`src/rtl/exu_lsu_if.sv`:
```
// EXU <-> LSU <-> memory <-> WBU signal bundle for the load/store unit.
// The slave modport is the LSU view; the master modport is the surrounding pipeline/memory.
interface exu_lsu_if #(
    parameter int unsigned ISA_WIDTH      = 32,
    parameter int unsigned MEM_MASK_WIDTH = ISA_WIDTH / 8
);
    logic                      req_valid;
    logic                      req_ready;
    logic                      req_store;
    logic [1:0]                req_size;
    logic                      req_unsigned;
    logic [ISA_WIDTH-1:0]      req_addr;
    logic [ISA_WIDTH-1:0]      req_wdata;

    logic                      mem_valid;
    logic                      mem_ready;
    logic [ISA_WIDTH-1:0]      mem_addr;
    logic                      mem_w_en;
    logic                      mem_r_en;
    logic [MEM_MASK_WIDTH-1:0] mem_mask;
    logic [ISA_WIDTH-1:0]      mem_w;
    logic                      mem_rvalid;
    logic [ISA_WIDTH-1:0]      mem_r;

    logic                      rsp_valid;
    logic                      rsp_ready;
    logic [ISA_WIDTH-1:0]      rsp_rdata;
    logic                      rsp_misalign;

    modport slave (
        input  req_valid, req_store, req_size, req_unsigned, req_addr, req_wdata,
        output req_ready,
        output mem_valid, mem_addr, mem_w_en, mem_r_en, mem_mask, mem_w,
        input  mem_ready, mem_rvalid, mem_r,
        output rsp_valid, rsp_rdata, rsp_misalign,
        input  rsp_ready
    );

    modport master (
        output req_valid, req_store, req_size, req_unsigned, req_addr, req_wdata,
        input  req_ready,
        input  mem_valid, mem_addr, mem_w_en, mem_r_en, mem_mask, mem_w,
        output mem_ready, mem_rvalid, mem_r,
        input  rsp_valid, rsp_rdata, rsp_misalign,
        output rsp_ready
    );
endinterface

```
`src/rtl/exu_lsu.sv`:
```
// Single-outstanding load/store unit: aligns store data/masks, issues one memory
// request per op, extends load data, and short-circuits misaligned accesses.
module exu_lsu #(
    parameter int unsigned ISA_WIDTH      = 32,
    parameter int unsigned MEM_MASK_WIDTH = ISA_WIDTH / 8,
    parameter int unsigned OFF_WIDTH      = $clog2(MEM_MASK_WIDTH)
) (
    input  logic     clk,
    input  logic     rst,
    exu_lsu_if.slave bus
);

    typedef enum logic [1:0] {S_IDLE, S_REQ, S_WAIT, S_RESP} state_e;

    state_e state, state_nxt;

    // Byte-lane pattern for an access of 1 << size bytes
    function automatic logic [7:0] lane_bits(input logic [1:0] s);
        case (s)
            2'd0:    return 8'h01;
            2'd1:    return 8'h03;
            2'd2:    return 8'h0F;
            default: return 8'hFF;
        endcase
    endfunction

    function automatic logic [2:0] align_bits(input logic [1:0] s);
        case (s)
            2'd0:    return 3'd0;
            2'd1:    return 3'd1;
            2'd2:    return 3'd3;
            default: return 3'd7;
        endcase
    endfunction

    logic [OFF_WIDTH-1:0] off_in;
    logic                 misalign_in;

    assign off_in      = bus.req_addr[OFF_WIDTH-1:0];
    assign misalign_in = ((3'(off_in) & align_bits(bus.req_size)) != 3'd0) ||
                         ((bus.req_size == 2'd3) && (ISA_WIDTH < 64));

    // Op attributes kept for the response phase
    logic                 st_q;
    logic                 uns_q;
    logic [1:0]           size_q;
    logic [OFF_WIDTH-1:0] off_q;

    logic                      req_ready_q,    req_ready_d;
    logic                      mem_valid_q,    mem_valid_d;
    logic [ISA_WIDTH-1:0]      mem_addr_q,     mem_addr_d;
    logic                      mem_w_en_q,     mem_w_en_d;
    logic                      mem_r_en_q,     mem_r_en_d;
    logic [MEM_MASK_WIDTH-1:0] mem_mask_q,     mem_mask_d;
    logic [ISA_WIDTH-1:0]      mem_w_q,        mem_w_d;
    logic                      rsp_valid_q,    rsp_valid_d;
    logic [ISA_WIDTH-1:0]      rsp_rdata_q,    rsp_rdata_d;
    logic                      rsp_misalign_q, rsp_misalign_d;

    // Load lane extraction and sign/zero extension
    logic [ISA_WIDTH-1:0] lane;
    logic [ISA_WIDTH-1:0] load_ext;

    assign lane = bus.mem_r >> {off_q, 3'b000};

    always_comb begin
        load_ext = lane;
        case (size_q)
            2'd0:    load_ext = uns_q ? ISA_WIDTH'(lane[7:0])  : ISA_WIDTH'($signed(lane[7:0]));
            2'd1:    load_ext = uns_q ? ISA_WIDTH'(lane[15:0]) : ISA_WIDTH'($signed(lane[15:0]));
            2'd2:    load_ext = uns_q ? ISA_WIDTH'(lane[31:0]) : ISA_WIDTH'($signed(lane[31:0]));
            default: load_ext = lane;
        endcase
    end

    always_ff @(posedge clk or negedge rst) begin
        if (!rst) state <= S_IDLE;
        else      state <= state_nxt;
    end

    always_comb begin
        state_nxt = state;
        case (state)
            S_IDLE: if (bus.req_valid) state_nxt = misalign_in ? S_RESP : S_REQ;
            S_REQ:  if (bus.mem_ready)  state_nxt = S_WAIT;
            S_WAIT: if (bus.mem_rvalid) state_nxt = S_RESP;
            S_RESP: if (bus.rsp_ready)  state_nxt = S_IDLE;
        endcase
    end

    // Next values of the registered outputs; everything holds unless a handshake moves it
    always_comb begin
        req_ready_d    = (state_nxt == S_IDLE);
        mem_valid_d    = mem_valid_q;
        mem_addr_d     = mem_addr_q;
        mem_w_en_d     = mem_w_en_q;
        mem_r_en_d     = mem_r_en_q;
        mem_mask_d     = mem_mask_q;
        mem_w_d        = mem_w_q;
        rsp_valid_d    = rsp_valid_q;
        rsp_rdata_d    = rsp_rdata_q;
        rsp_misalign_d = rsp_misalign_q;
        case (state)
            S_IDLE: begin
                if (bus.req_valid) begin
                    if (misalign_in) begin
                        rsp_valid_d    = 1'b1;
                        rsp_misalign_d = 1'b1;
                        rsp_rdata_d    = '0;
                    end else begin
                        mem_valid_d = 1'b1;
                        mem_w_en_d  = bus.req_store;
                        mem_r_en_d  = !bus.req_store;
                        mem_addr_d  = {bus.req_addr[ISA_WIDTH-1:OFF_WIDTH], OFF_WIDTH'(0)};
                        mem_mask_d  = MEM_MASK_WIDTH'(lane_bits(bus.req_size)) << off_in;
                        mem_w_d     = bus.req_wdata << {off_in, 3'b000};
                    end
                end
            end
            S_REQ: begin
                if (bus.mem_ready) begin
                    mem_valid_d = 1'b0;
                    mem_w_en_d  = 1'b0;
                    mem_r_en_d  = 1'b0;
                    mem_addr_d  = '0;
                    mem_mask_d  = '0;
                    mem_w_d     = '0;
                end
            end
            S_WAIT: begin
                if (bus.mem_rvalid) begin
                    rsp_valid_d    = 1'b1;
                    rsp_misalign_d = 1'b0;
                    rsp_rdata_d    = st_q ? '0 : load_ext;
                end
            end
            S_RESP: begin
                if (bus.rsp_ready) begin
                    rsp_valid_d    = 1'b0;
                    rsp_misalign_d = 1'b0;
                    rsp_rdata_d    = '0;
                end
            end
        endcase
    end

    always_ff @(posedge clk or negedge rst) begin
        if (!rst) begin
            st_q           <= 1'b0;
            uns_q          <= 1'b0;
            size_q         <= 2'd0;
            off_q          <= '0;
            req_ready_q    <= 1'b0;
            mem_valid_q    <= 1'b0;
            mem_addr_q     <= '0;
            mem_w_en_q     <= 1'b0;
            mem_r_en_q     <= 1'b0;
            mem_mask_q     <= '0;
            mem_w_q        <= '0;
            rsp_valid_q    <= 1'b0;
            rsp_rdata_q    <= '0;
            rsp_misalign_q <= 1'b0;
        end else begin
            if (state == S_IDLE && bus.req_valid) begin
                st_q   <= bus.req_store;
                uns_q  <= bus.req_unsigned;
                size_q <= bus.req_size;
                off_q  <= off_in;
            end
            req_ready_q    <= req_ready_d;
            mem_valid_q    <= mem_valid_d;
            mem_addr_q     <= mem_addr_d;
            mem_w_en_q     <= mem_w_en_d;
            mem_r_en_q     <= mem_r_en_d;
            mem_mask_q     <= mem_mask_d;
            mem_w_q        <= mem_w_d;
            rsp_valid_q    <= rsp_valid_d;
            rsp_rdata_q    <= rsp_rdata_d;
            rsp_misalign_q <= rsp_misalign_d;
        end
    end

    assign bus.req_ready    = req_ready_q;
    assign bus.mem_valid    = mem_valid_q;
    assign bus.mem_addr     = mem_addr_q;
    assign bus.mem_w_en     = mem_w_en_q;
    assign bus.mem_r_en     = mem_r_en_q;
    assign bus.mem_mask     = mem_mask_q;
    assign bus.mem_w        = mem_w_q;
    assign bus.rsp_valid    = rsp_valid_q;
    assign bus.rsp_rdata    = rsp_rdata_q;
    assign bus.rsp_misalign = rsp_misalign_q;

endmodule

```
`src/flat_wrapper.sv`:
```
// flat-port wrapper written by rule: the top's interface ports become plain ports
module exu_lsu_flat 
#(
    parameter int unsigned ISA_WIDTH      = 32,
    parameter int unsigned MEM_MASK_WIDTH = ISA_WIDTH / 8,
    parameter int unsigned OFF_WIDTH      = $clog2(MEM_MASK_WIDTH)
)
  (clk, rst, bus_req_valid, bus_req_store, bus_req_size, bus_req_unsigned, bus_req_addr, bus_req_wdata, bus_req_ready, bus_mem_valid, bus_mem_addr, bus_mem_w_en, bus_mem_r_en, bus_mem_mask, bus_mem_w, bus_mem_ready, bus_mem_rvalid, bus_mem_r, bus_rsp_valid, bus_rsp_rdata, bus_rsp_misalign, bus_rsp_ready);
  exu_lsu_if #(.ISA_WIDTH(ISA_WIDTH), .MEM_MASK_WIDTH(MEM_MASK_WIDTH)) bus_i ();
  input  logic clk;
  input  logic rst;
  input wire logic [$bits(bus_i.req_valid)-1:0] bus_req_valid;
  input wire logic [$bits(bus_i.req_store)-1:0] bus_req_store;
  input wire logic [$bits(bus_i.req_size)-1:0] bus_req_size;
  input wire logic [$bits(bus_i.req_unsigned)-1:0] bus_req_unsigned;
  input wire logic [$bits(bus_i.req_addr)-1:0] bus_req_addr;
  input wire logic [$bits(bus_i.req_wdata)-1:0] bus_req_wdata;
  output wire logic [$bits(bus_i.req_ready)-1:0] bus_req_ready;
  output wire logic [$bits(bus_i.mem_valid)-1:0] bus_mem_valid;
  output wire logic [$bits(bus_i.mem_addr)-1:0] bus_mem_addr;
  output wire logic [$bits(bus_i.mem_w_en)-1:0] bus_mem_w_en;
  output wire logic [$bits(bus_i.mem_r_en)-1:0] bus_mem_r_en;
  output wire logic [$bits(bus_i.mem_mask)-1:0] bus_mem_mask;
  output wire logic [$bits(bus_i.mem_w)-1:0] bus_mem_w;
  input wire logic [$bits(bus_i.mem_ready)-1:0] bus_mem_ready;
  input wire logic [$bits(bus_i.mem_rvalid)-1:0] bus_mem_rvalid;
  input wire logic [$bits(bus_i.mem_r)-1:0] bus_mem_r;
  output wire logic [$bits(bus_i.rsp_valid)-1:0] bus_rsp_valid;
  output wire logic [$bits(bus_i.rsp_rdata)-1:0] bus_rsp_rdata;
  output wire logic [$bits(bus_i.rsp_misalign)-1:0] bus_rsp_misalign;
  input wire logic [$bits(bus_i.rsp_ready)-1:0] bus_rsp_ready;
  assign bus_i.req_valid = bus_req_valid;
  assign bus_i.req_store = bus_req_store;
  assign bus_i.req_size = bus_req_size;
  assign bus_i.req_unsigned = bus_req_unsigned;
  assign bus_i.req_addr = bus_req_addr;
  assign bus_i.req_wdata = bus_req_wdata;
  assign bus_req_ready = bus_i.req_ready;
  assign bus_mem_valid = bus_i.mem_valid;
  assign bus_mem_addr = bus_i.mem_addr;
  assign bus_mem_w_en = bus_i.mem_w_en;
  assign bus_mem_r_en = bus_i.mem_r_en;
  assign bus_mem_mask = bus_i.mem_mask;
  assign bus_mem_w = bus_i.mem_w;
  assign bus_i.mem_ready = bus_mem_ready;
  assign bus_i.mem_rvalid = bus_mem_rvalid;
  assign bus_i.mem_r = bus_mem_r;
  assign bus_rsp_valid = bus_i.rsp_valid;
  assign bus_rsp_rdata = bus_i.rsp_rdata;
  assign bus_rsp_misalign = bus_i.rsp_misalign;
  assign bus_i.rsp_ready = bus_rsp_ready;
  exu_lsu #(.ISA_WIDTH(ISA_WIDTH), .MEM_MASK_WIDTH(MEM_MASK_WIDTH), .OFF_WIDTH(OFF_WIDTH)) u_core (.clk(clk), .rst(rst), .bus(bus_i));
endmodule
```
`config.mk`:
```
export PLATFORM = sky130hd
export DESIGN_NAME = exu_lsu_flat
export DESIGN_NICKNAME = d
export VERILOG_FILES = /design/src/rtl/exu_lsu_if.sv /design/src/rtl/exu_lsu.sv /design/src/flat_wrapper.sv
export SDC_FILE = /design/constraint.sdc
export NUM_CORES = 1
export LEC_CHECK = 0
export ABC_AREA = 1
export CAP_MARGIN = 20
export CORE_MARGIN = 3
export CORE_UTILIZATION = 40
export DETAILED_ROUTE_END_ITERATION = 12
export DONT_BUFFER_PORTS = 1
export GPL_TIMING_DRIVEN = 0
export MAX_ROUTING_LAYER = met4
export SKIP_CTS_REPAIR_TIMING = 1
export SLEW_MARGIN = 20
export SYNTH_ARGS = -nofsm -noshare
export SYNTH_HDL_FRONTEND = slang
export SYNTH_SLANG_ARGS = --single-unit
```
`constraint.sdc`:
```
create_clock -name clk -period 3 [get_ports clk]
set_clock_uncertainty 0.15 [all_clocks]
set_input_delay 0.45 -clock clk [delete_from_list [all_inputs] [get_ports clk]]
set_output_delay 0.45 -clock clk [all_outputs]
set_load 0.01 [all_outputs]
```
-- Yosys cells after proc, flatten, opt, wreduce, memory -nomap -nowiden
Index checks and enable logic that the tools add are counted.
- flip-flop bits (word level): 114
- input port bits: 106
- logic and storage cells: 92
- equal/unequal tests: 13
- shift-type cells: 3
- muxes and demuxes: 48
- bitwise gates (word level): 1
- reductions and logical operators: 12
- operators by type and width (cell ; count):
    32-bit two-way mux ; 12
    32-bit one-hot mux with 2 select lines ; 3
    32-bit one-hot mux with 3 select lines ; 1
    32-bit by 5-bit << shifter with 32-bit output ; 1
    32-bit by 5-bit >> shifter with 32-bit output ; 1
    4-bit two-way mux ; 6
    1-bit two-way mux ; 12
    4-bit one-hot mux with 3 select lines ; 1
    2-bit two-way mux ; 5
    2-bit inequality test, second input constant ; 5
    3-bit one-hot mux with 3 select lines ; 1
    2-bit == test, second input constant ; 4
    2-bit logical NOT ; 4
    2-bit one-hot mux with 4 select lines ; 1
    4-bit one-hot mux with 2 select lines ; 1
    2-bit by 1-bit == test with 1-bit output, second input constant ; 3
    1-bit one-hot mux with 2 select lines ; 3
    1-bit one-hot mux with 3 select lines ; 2
    3-bit nonzero test ; 2
    5-bit AND reduction ; 1
    4-bit AND reduction ; 1
    4-bit by 2-bit << shifter with 4-bit output ; 1
    2-bit by 3-bit AND with 3-bit output ; 1
    2-bit by 1-bit inequality test with 1-bit output, second input constant ; 1
    other kinds (4) ; 4

-- Longest topological paths before layout
Gate-level depths: netlist of the first run.
- word-level depth: 12
- depth in mapped cells: 11
- depth with buffers taken out: 9

-- Worst setup path after synthesis of the first run
Ideal clock, no wire load.
- kind: input -> register
- from: in bus_req_addr[1]
- to: reg u_core.mem_w_q[0], in the netlist u_core.bus.mem_w[0]
- library setup time: 0.118 ns
- arrival time: 1.524 ns
- required time: 2.732 ns
- slack: 1.207 ns
- stages: 11
- path buffers: 3
- path through: buf_2 nor2_8 nand2_2 nand3_2 nand2_4 nor2_8 inv_2 buf_6 buf_6 nand2_1 nand2_1
- longest elaborated chain between the ends: 5
- ends and longest elaborated chain (element ; RTL line ; RTL):
    start, declared ; flat_wrapper.sv:16 ; input wire logic [$bits(bus_i.req_addr)-1:0] bus_req_addr;
    branches (longest 5 deep; another with 32-bit by 5-bit << shifter with 32-bit output) ; n/a ;
    end signal, assigned ; exu_lsu.sv:176 ; mem_w_q <= mem_w_d;
    end, declared ; exu_lsu.sv:55 ; logic [ISA_WIDTH-1:0] mem_w_q, mem_w_d;
Several ways; the timed one is not identified. The select of a mux whose other input is x is not followed.
A chain may end at the register's enable or synchronous reset.

-- Worst setup path in the final report of the first run
- from: reg u_core.size_q[1]
- to: reg u_core.rsp_rdata_q[30], in the netlist u_core.bus.rsp_rdata[30]
- longest elaborated chain between the ends: 5
- ends and longest elaborated chain (element ; RTL line ; RTL):
    start, declared ; exu_lsu.sv:46 ; logic [1:0] size_q;
    start signal, assigned ; exu_lsu.sv:167 ; size_q <= bus.req_size;
    2-bit by 1-bit == test with 1-bit output / 2-bit logical NOT (equally long branches) ; exu_lsu.sv:68 ; case (size_q)
    32-bit one-hot mux with 2 select lines (*) ; exu_lsu.sv:68 ;
    32-bit two-way mux (*) ; exu_lsu.sv:134 ; rsp_rdata_d = st_q ? '0 : load_ext;
    32-bit two-way mux (*) ; exu_lsu.sv:131 ; if (bus.mem_rvalid) begin
    32-bit one-hot mux with 3 select lines (*) ; exu_lsu.sv:103 ; case (state)
    end signal, assigned ; exu_lsu.sv:178 ; rsp_rdata_q <= rsp_rdata_d;
    end, declared ; exu_lsu.sv:57 ; logic [ISA_WIDTH-1:0] rsp_rdata_q, rsp_rdata_d;
Every way passes the cells marked *; elsewhere a longest branch is shown, timed or not. The select of a mux whose other input is x is not followed.

==> summary.txt, run 1 <==
Run status
  – Outcome: finished with violations
  – Failing checks: negative hold slack

Finish
  – Area grow syn2layout: 8.68%
  – Diodes inserted: 0
  – Area occupied by multi-input gates: 2390 um^2
  – Layout cell share with drive strength beyond 1: 7.38%
  – Sequential cell area: 2800 um^2
  – Fillers: 1404
  – Nets: 862

Clock tree
  – Reg clk slew, reported paths: 70 ps
  – H-tree lvl count: 3
  – CTS max path bufs: 2
  – Latest clock arrival within the worst-skew pair: 340 ps
  – Clock Tree Root: clkbuf_16
  – CTS tree: done
  – Clk sink count: 112
  – TritonCTS buffer count: 9

Logic synthesis
  – Cell variety after synth: 29
  – Yosys warning total: 0
  – Mapped Cells: 744
  – Synth Flop Type: dfrtp_1
  – Async SR Flop Fraction: 100%
  – Post-synthesis instance area: 5610 um^2
  – Post-synthesis sequential area ratio: 50.0%
  – EDFF count, synth: 0
  – Largest area contributor in the synthesized netlist: dfrtp_1
  – Syn_area_per_cell: 7.54 um^2
  – Leading post-synthesis cells by cell area: dfrtp_1 (50%), nand2_1 (23%), o21ai_0 (6.1%)
  – Post-synth top area share: 50.0%
  – Yosys reg bits: 112

STA
  – RSZ-0062 raised after global routing: false
  – Final min period: 1960 ps
  – Peak Freq: 511 MHz
  – Slew margin rel.: 60.1%
  – Setup TNS: 0 ps
  – Final setup violation count: 0
  – Worst Tran Pin Value: 598 ps
  – Hold Violations, Final: 112
  – Final Max Tran Viols: 0
  – Fin crit share: 65.2%
  – Final WS setup: 1040 ps
  – Min Hold Slack: -351 ps

Global routing
  – First-pass GRT wire length: 26.7 mm
  – Initial antenna violation count: 0
  – Largest net degree at the start of global routing: 113
  – GRT Residual Overflow: 0
  – Total Routing Usage GR: 22.0%
  – Vias in the first global route: 5059

Pwr
  – Gate power share: 38.7%
  – P_leak: 0.00332 uW
  – Switching Power: 2900 uW
  – Clk pwr share: 17.5%
  – Sw frac: 45.6%
  – Highest ir drop seen on vdd: 457 uV
  – Reg power frac: 43.8%
  – Pwr dens: 1040 nW/um^2
  – Int Pwr: 3460 uW

Drt
  – Drt pass-1 iters: 7
  – Initial DRC count: 388
  – Via-to-Cell Ratio: 5.43
  – Drt drc: 0
  – WL/cell: 17.9 um
  – Vias post-DR: 5073
  – Post-DRT Antenna Nets: 0
  – WL final: 16.7 mm

Flow run
  – Max cap viols: 0

Floorplan
  – Std-Cell Rows: 42
  – Top-Level Pins: 212
  – Die height: 124 um
  – Die Outline Area: 15500 um^2
  – Core Area: 13500 um^2
  – Starting Density: 41.7%
  – Die X: 124 um

Worst setup path
  – Slowest-stage cell, CP: dfrtp_1
  – Worst flop-to-flop path startpoint: u_core.size_q[1]$_DFFE_PN0P_
  – Arrival @ worst endpoint: 2090 ps
  – CP max stage delay: 350 ps
  – Cell mode on critical path: nand2_1
  – Worst R2R Path Depth: 9
  – Cell Chain, Critical Path: buf_2 -> inv_2 -> nand2_2 -> nor2_2 -> nand3_4 -> nand3_2 -> buf_4 -> nand2_1 -> nand2_1
  – Crit Path Max Fanout: 10
  – Startpoint types: register
  – RR Endpoint: u_core.bus.rsp_rdata[30]$_DFFE_PN0P_
  – Reg2Reg Setup Slack: 1040 ps
  – CP Capture Type: register
  – CP Class: register to register
  – Worst path required time: 3130 ps

Placed design
  – Placer Congestion: 0.922
  – Hpwl dp: 12.6 mm
  – PortBufs: 0
  – Placement Setup Slack: 862 ps

Min path
  – Hold/Removal Path Class: primary input to asynchronous set/reset pin
==> layer usage <==
layer	wire length [um]	part of all wire (%)	vias up	GRT usage (%)
li1	-	-	2369	-
met1	6630	40	2399	26.0
met2	7850	47	269	35.1
met3	1780	11	36	7.29
met4	456	2.7	0	8.38
met5	0	0	-	-
==> worst max-delay path, delay by kind of cell (launching register included) <==
kind	cells	cell delay, ps
flops	1	350
simple gates	6	820
buf+inv	3	550
==> power groups by stage <==
stage / Sequential, uW / Combinational [uW] / Clock [uW]
3_3_place_gp: 2820 / 2390 / 0
5_1_grt: 2860 / 2820 / 1200
6_report: 2780 / 2460 / 1110
2_1_floorplan: 2640 / 1890 / 0
3_5_place_dp: 2810 / 2470 / 0
4_1_cts: 2800 / 2470 / 1140
==> sequential cells by signal (all words and copies together) (netlist names), 2 cells and up <==
name,cells
u_core.size_q,2
u_core.bus.mem_w,32
u_core.bus.mem_addr,30
u_core.state,2
u_core.off_q,2
u_core.bus.rsp_rdata,32
u_core.bus.mem_mask,4
==> cell usage after synthesis, types with 3 or more instances <==
| master | instances |
|---|---|
| clkbuf_1 | 17 |
| o21ai_1 | 8 |
| nand3_1 | 45 |
| o22ai_1 | 4 |
| nor2_1 | 28 |
| buf_6 | 8 |
| buf_2 | 14 |
| inv_2 | 4 |
| a21oi_1 | 9 |
| nand2_2 | 3 |
| dfrtp_1 | 112 |
| nand2_1 | 349 |
| inv_1 | 38 |
| buf_4 | 3 |
| mux2i_1 | 4 |
| o21ai_0 | 68 |
| nand4_1 | 11 |
| a2bb2oi_1 | 4 |
==> area by class of cell <==
cell class | instances | area share, %
flip-flops and latches | 112 | 46.0
well taps | 176 | 3.61
plain buffers | 43 | 4.11
clock inverters | 3 | 0.328
inverters | 44 | 2.75
clock buffers | 11 | 3.98
multi-input cells | 546 | 39.2
==> cells by family after synthesis <==
group | synth area share (%)
AND/OR/NAND/NOR | 32.8
buffers and inverters | 7.45
AO/OA/AOI/OAI | 8.79
flip-flops | 50.0
multiplexers | 0.915
other | 0.0669
==> how the worst max path moves through the flow <==
| stage | from | to | slack, ps | cells after the start |
|---|---|---|---|---|
| 6_report | u_core.size_q[1]$_DFFE_PN0P_ | u_core.bus.rsp_rdata[30]$_DFFE_PN0P_ | 1040 | 9 |
| 5_1_grt | u_core.state[0]$_DFF_PN0_ | u_core.bus.rsp_rdata[23]$_DFFE_PN0P_ | 870 | 8 |
| 4_1_cts | u_core.size_q[1]$_DFFE_PN0P_ | u_core.bus.rsp_rdata[30]$_DFFE_PN0P_ | 1040 | 9 |
| 3_5_place_dp | bus_req_addr[1] | u_core.bus.rsp_valid$_DFFE_PN0P_ | 860 | 9 |
| 3_3_place_gp | bus_req_addr[1] | u_core.bus.rsp_valid$_DFFE_PN0P_ | 910 | 9 |
| 2_1_floorplan | bus_req_addr[1] | u_core.bus.mem_w[0]$_DFFE_PN0P_ | 1210 | 11 |
==> per-stage QoR <==
| stage | total power, uW | util, % | hold WS, ps | area [um^2] | instances |
|---|---|---|---|---|---|
| after detailed placement | 5290 | 43.4 | 8.84 | 5830 | 921 |
| after CTS | 6420 | 45.3 | -371 | 6100 | 935 |
| after floorplan | 4530 | - | 4.41 | 5610 | 745 |
| final | 6360 | 45.3 | -351 | 6100 | 935 |
| after global routing | 6880 | 45.3 | -370 | 6100 | 935 |
| after global placement | 5200 | 43.4 | 8.86 | 5830 | 921 |
==> layout by cell type (no fill, tap or decap), types with 2 or more instances in the layout <==
master      count
nand2_1       349
dfrtp_1       112
o21ai_0        68
nand3_1        45
inv_1          38
nor2_1         28
clkbuf_1       18
buf_2          14
nand4_1        11
a21oi_1         9
clkbuf_16       9
buf_6           8
o21ai_1         8
inv_2           4
a2bb2oi_1       4
mux2i_1         4
o22ai_1         4
nand2_2         3
buf_4           3
nor2_8          2
nand3_2         2
nand2_4         2
nor2_2          2
conb_1          2
clkinvlp_4      2
No activity file was read; power rests on OpenSTA's default activity.
==> run 2: changes to the inputs <==
==> constraint.sdc (replaced) <==
create_clock -name clk -period 1.55 [get_ports clk]
set_clock_uncertainty 0.15 [all_clocks]
set_input_delay 0.2325 -clock clk [delete_from_list [all_inputs] [get_ports clk]]
set_output_delay 0.2325 -clock clk [all_outputs]
set_load 0.01 [all_outputs]
==> run 2 against run 1 <==
Compared with the run above: the flow finishes with violations (negative hold slack, negative setup slack); sequential share of layout area shrank 5.9 points; register-to-register slack got worse by 1200 ps; global-route usage shrank 0.48 points; utilization increased by 6.7 points; worst hold slack got worse by 220 ps; highest routed layer unchanged.
==> summary.txt, run 2 (synthesized netlist as in run 1, its figures left out) <==
Clock tree
  – H-tree lvl count: 3 (unchanged)
  – Latest clock arrival within the worst-skew pair: 350 ps (about the same)
  – CTS tree: done
  – Clock Tree Root: clkbuf_16
  – Clk sink count: 112 (unchanged)
  – CTS max path bufs: 2 (unchanged)
  – TritonCTS buffer count: 9 (unchanged)
  – Reg clk slew, reported paths: 70 ps (about the same)

Floorplan
  – Die X: 124 um (unchanged)
  – Die height: 124 um (unchanged)
  – Starting Density: 41.7% (unchanged)
  – Core Area: 13500 um^2 (unchanged)
  – Std-Cell Rows: 42 (unchanged)
  – Top-Level Pins: 212 (unchanged)
  – Die Outline Area: 15500 um^2 (unchanged)

Pwr
  – Overall Power: 13900 uW (+120%)
  – Pwr dens: 1980 nW/um^2 (+90%)
  – P_leak: 0.00372 uW (+12%)
  – Highest ir drop seen on vdd: 953 uV (+110%)

Worst setup path
  – Crit Path Max Fanout: 7 (-3)
  – CP Capture Type: register
  – CP Class: register to register
  – Slowest-stage cell, CP: dfrtp_1
  – Worst path required time: 1640 ps (-1490 ps)
  – Arrival @ worst endpoint: 1770 ps (-320 ps)
  – Startpoint types: register
  – Cell Chain, Critical Path: inv_2 -> nor2_4 -> nand2_2 -> nand2_2 -> nor2_8 -> inv_8 -> buf_8 -> clkbuf_16 -> nand2_1 -> nand2_1
  – CP max stage delay: 410 ps (+60 ps)

STA
  – Slew margin rel.: 59.2% (-1.0 points)
  – Final Max Tran Viols: 0 (unchanged)
  – Min Hold Slack: -572 ps (-222 ps)
  – Worst Tran Pin Value: 613 ps (+15.0 ps)
  – Final setup violation count: 96 (+96)
  – Hold Violations, Final: 115 (+2.7%)
  – Fin crit share: 108% (+43 points)
  – RSZ-0062 raised after global routing: true
  – Final min period: 1680 ps (-280 ps)
  – Peak Freq: 596 MHz (+17%)
  – Final WS setup: -127 ps (-1170 ps)

Finish
  – Diodes inserted: 0 (unchanged)
  – Commonest non-fill, non-tap cell in the layout: nand2_1
  – Final Non-Filler Cells: 999 (+6.8%)
  – Layout cell share with drive strength beyond 1: 12.5% (+5.1 points)
  – Final instance area: 6990 um^2 (+15%)
  – Nets: 924 (+7.2%)
  – Commonest cells after routing, fill and taps aside: nand2_1 (343), dfrtp_1 (111), o21ai_0 (50), nand3_1 (44), dlygate4sd3_1 (44)
  – Area grow syn2layout: 24.6%

Global routing
  – Vias in the first global route: 4950 (-2.2%)
  – Total Routing Usage GR: 21.5% (-0.48 points)
  – GRT Residual Overflow: 0 (unchanged)
  – Initial antenna violation count: 0 (unchanged)
  – Largest net degree at the start of global routing: 113 (unchanged)
  – First-pass GRT wire length: 26.1 mm (-2.6%)

Flow run
  – Max cap viols: 0 (unchanged)

Placed design
  – Placement Setup Slack: -366 ps (-1230 ps)
  – PortBufs: 0 (unchanged)
  – Placer Congestion: 0.922 (about the same)
  – Placed Area: 5870 um^2 (+0.56%)
  – Placed cell count: 921 (unchanged)
  – Hpwl dp: 12.4 mm (-1.9%)

Drt
  – Drt drc: 0 (unchanged)
  – WL/cell: 17.5 um (-2.4%)
  – Post-DRT Antenna Nets: 0 (unchanged)
  – Via-to-Cell Ratio: 5.28 (-2.6%)
  – Drt pass-1 iters: 5 (-2)
  – Vias post-DR: 5278 (+4.0%)
  – Initial DRC count: 351 (-9.5%)
  – WL final: 17.4 mm (+4.3%)

Run status
  – Failing checks: negative hold slack, negative setup slack
  – Outcome: finished with violations

Min path
  – Hold/Removal Path Class: primary input to asynchronous set/reset pin
## run 2: cell count changes in the layout (fill, tap and decap cells not counted), moves of 8 or more
cell           before  now
buf_4               3   26
o21ai_0            68   50
clkbuf_1           18    8
dlygate4sd3_1       0   44
o21ai_1             8   24
buf_2              14    6
## run 2: area by class of cell
type | count | area, um^2
Multi-Input combinational cell | 546 | 2480
Timing Repair Buffer | 63 | 631
Inverter | 44 | 204
Clock buffer | 12 | 256
Buffer | 42 | 340
Sequential cell | 112 | 2800
Tap cell | 176 | 220
Clock inverter | 4 | 52.6
Fill cell | 1332 | 6460
## run 2: power breakdown
part	switching, uW	internal, uW
Combinational	3580	2420
Clock	1070	1350
Sequential	1410	4050
Total	6060	7820
## run 2: through the flow
stage	util (%)	TNS [ps]
final	52.0	-5040
after detailed placement	43.6	-21710
after global routing	52.0	-13870
after floorplan	-	-93.7
after CTS	45.9	-18240
after global placement	43.6	-19060
## run 2: path summary, 6_finish.rpt
kind	from	to	slack, ps	cells past startpoint
worst max-delay path	u_core.state[0]$_DFF_PN0_	u_core.bus.mem_addr[28]$_DFFE_PN0P_	-130	10
worst min-delay path	rst	u_core.bus.rsp_rdata[15]$_DFFE_PN0P_	-570	0
worst max register to register	u_core.state[0]$_DFF_PN0_	u_core.bus.mem_addr[28]$_DFFE_PN0P_	-130	10
worst min register to register	u_core.size_q[0]$_DFFE_PN0P_	u_core.size_q[0]$_DFFE_PN0P_	370	2
max in group asynchronous	rst	u_core.bus.rsp_rdata[0]$_DFFE_PN0P_	1600	0
min in group clk	bus_req_size[1]	u_core.bus.mem_mask[3]$_DFFE_PN0P_	-20	2
## run 2: routing by layer
layer,GRT usage (%),vias up,share of wire [%]
met5,-,-,0
met4,6.77,0,1.8
met3,7.72,24,9.5
met2,33.0,252,49
met1,26.8,2502,40
li1,-,2500,-
## run 2: critical path, delay by kind of cell (launching register included)
family | cells | cell delay (ps)
simple gates | 6 | 520
buf+inv | 4 | 500
flops | 1 | 410
==> run 3: changes to the inputs <==
--- a/config.mk
+++ b/config.mk
@@ -14,7 +14,7 @@
 export GPL_TIMING_DRIVEN = 0
 export MAX_ROUTING_LAYER = met4
 export SKIP_CTS_REPAIR_TIMING = 1
-export SLEW_MARGIN = 20
+export SLEW_MARGIN = 10
 export SYNTH_ARGS = -nofsm -noshare
 export SYNTH_HDL_FRONTEND = slang
 export SYNTH_SLANG_ARGS = --single-unit
==> results of run 3 <==
The final DEF is identical to that of run 2; final timing and power are the same.
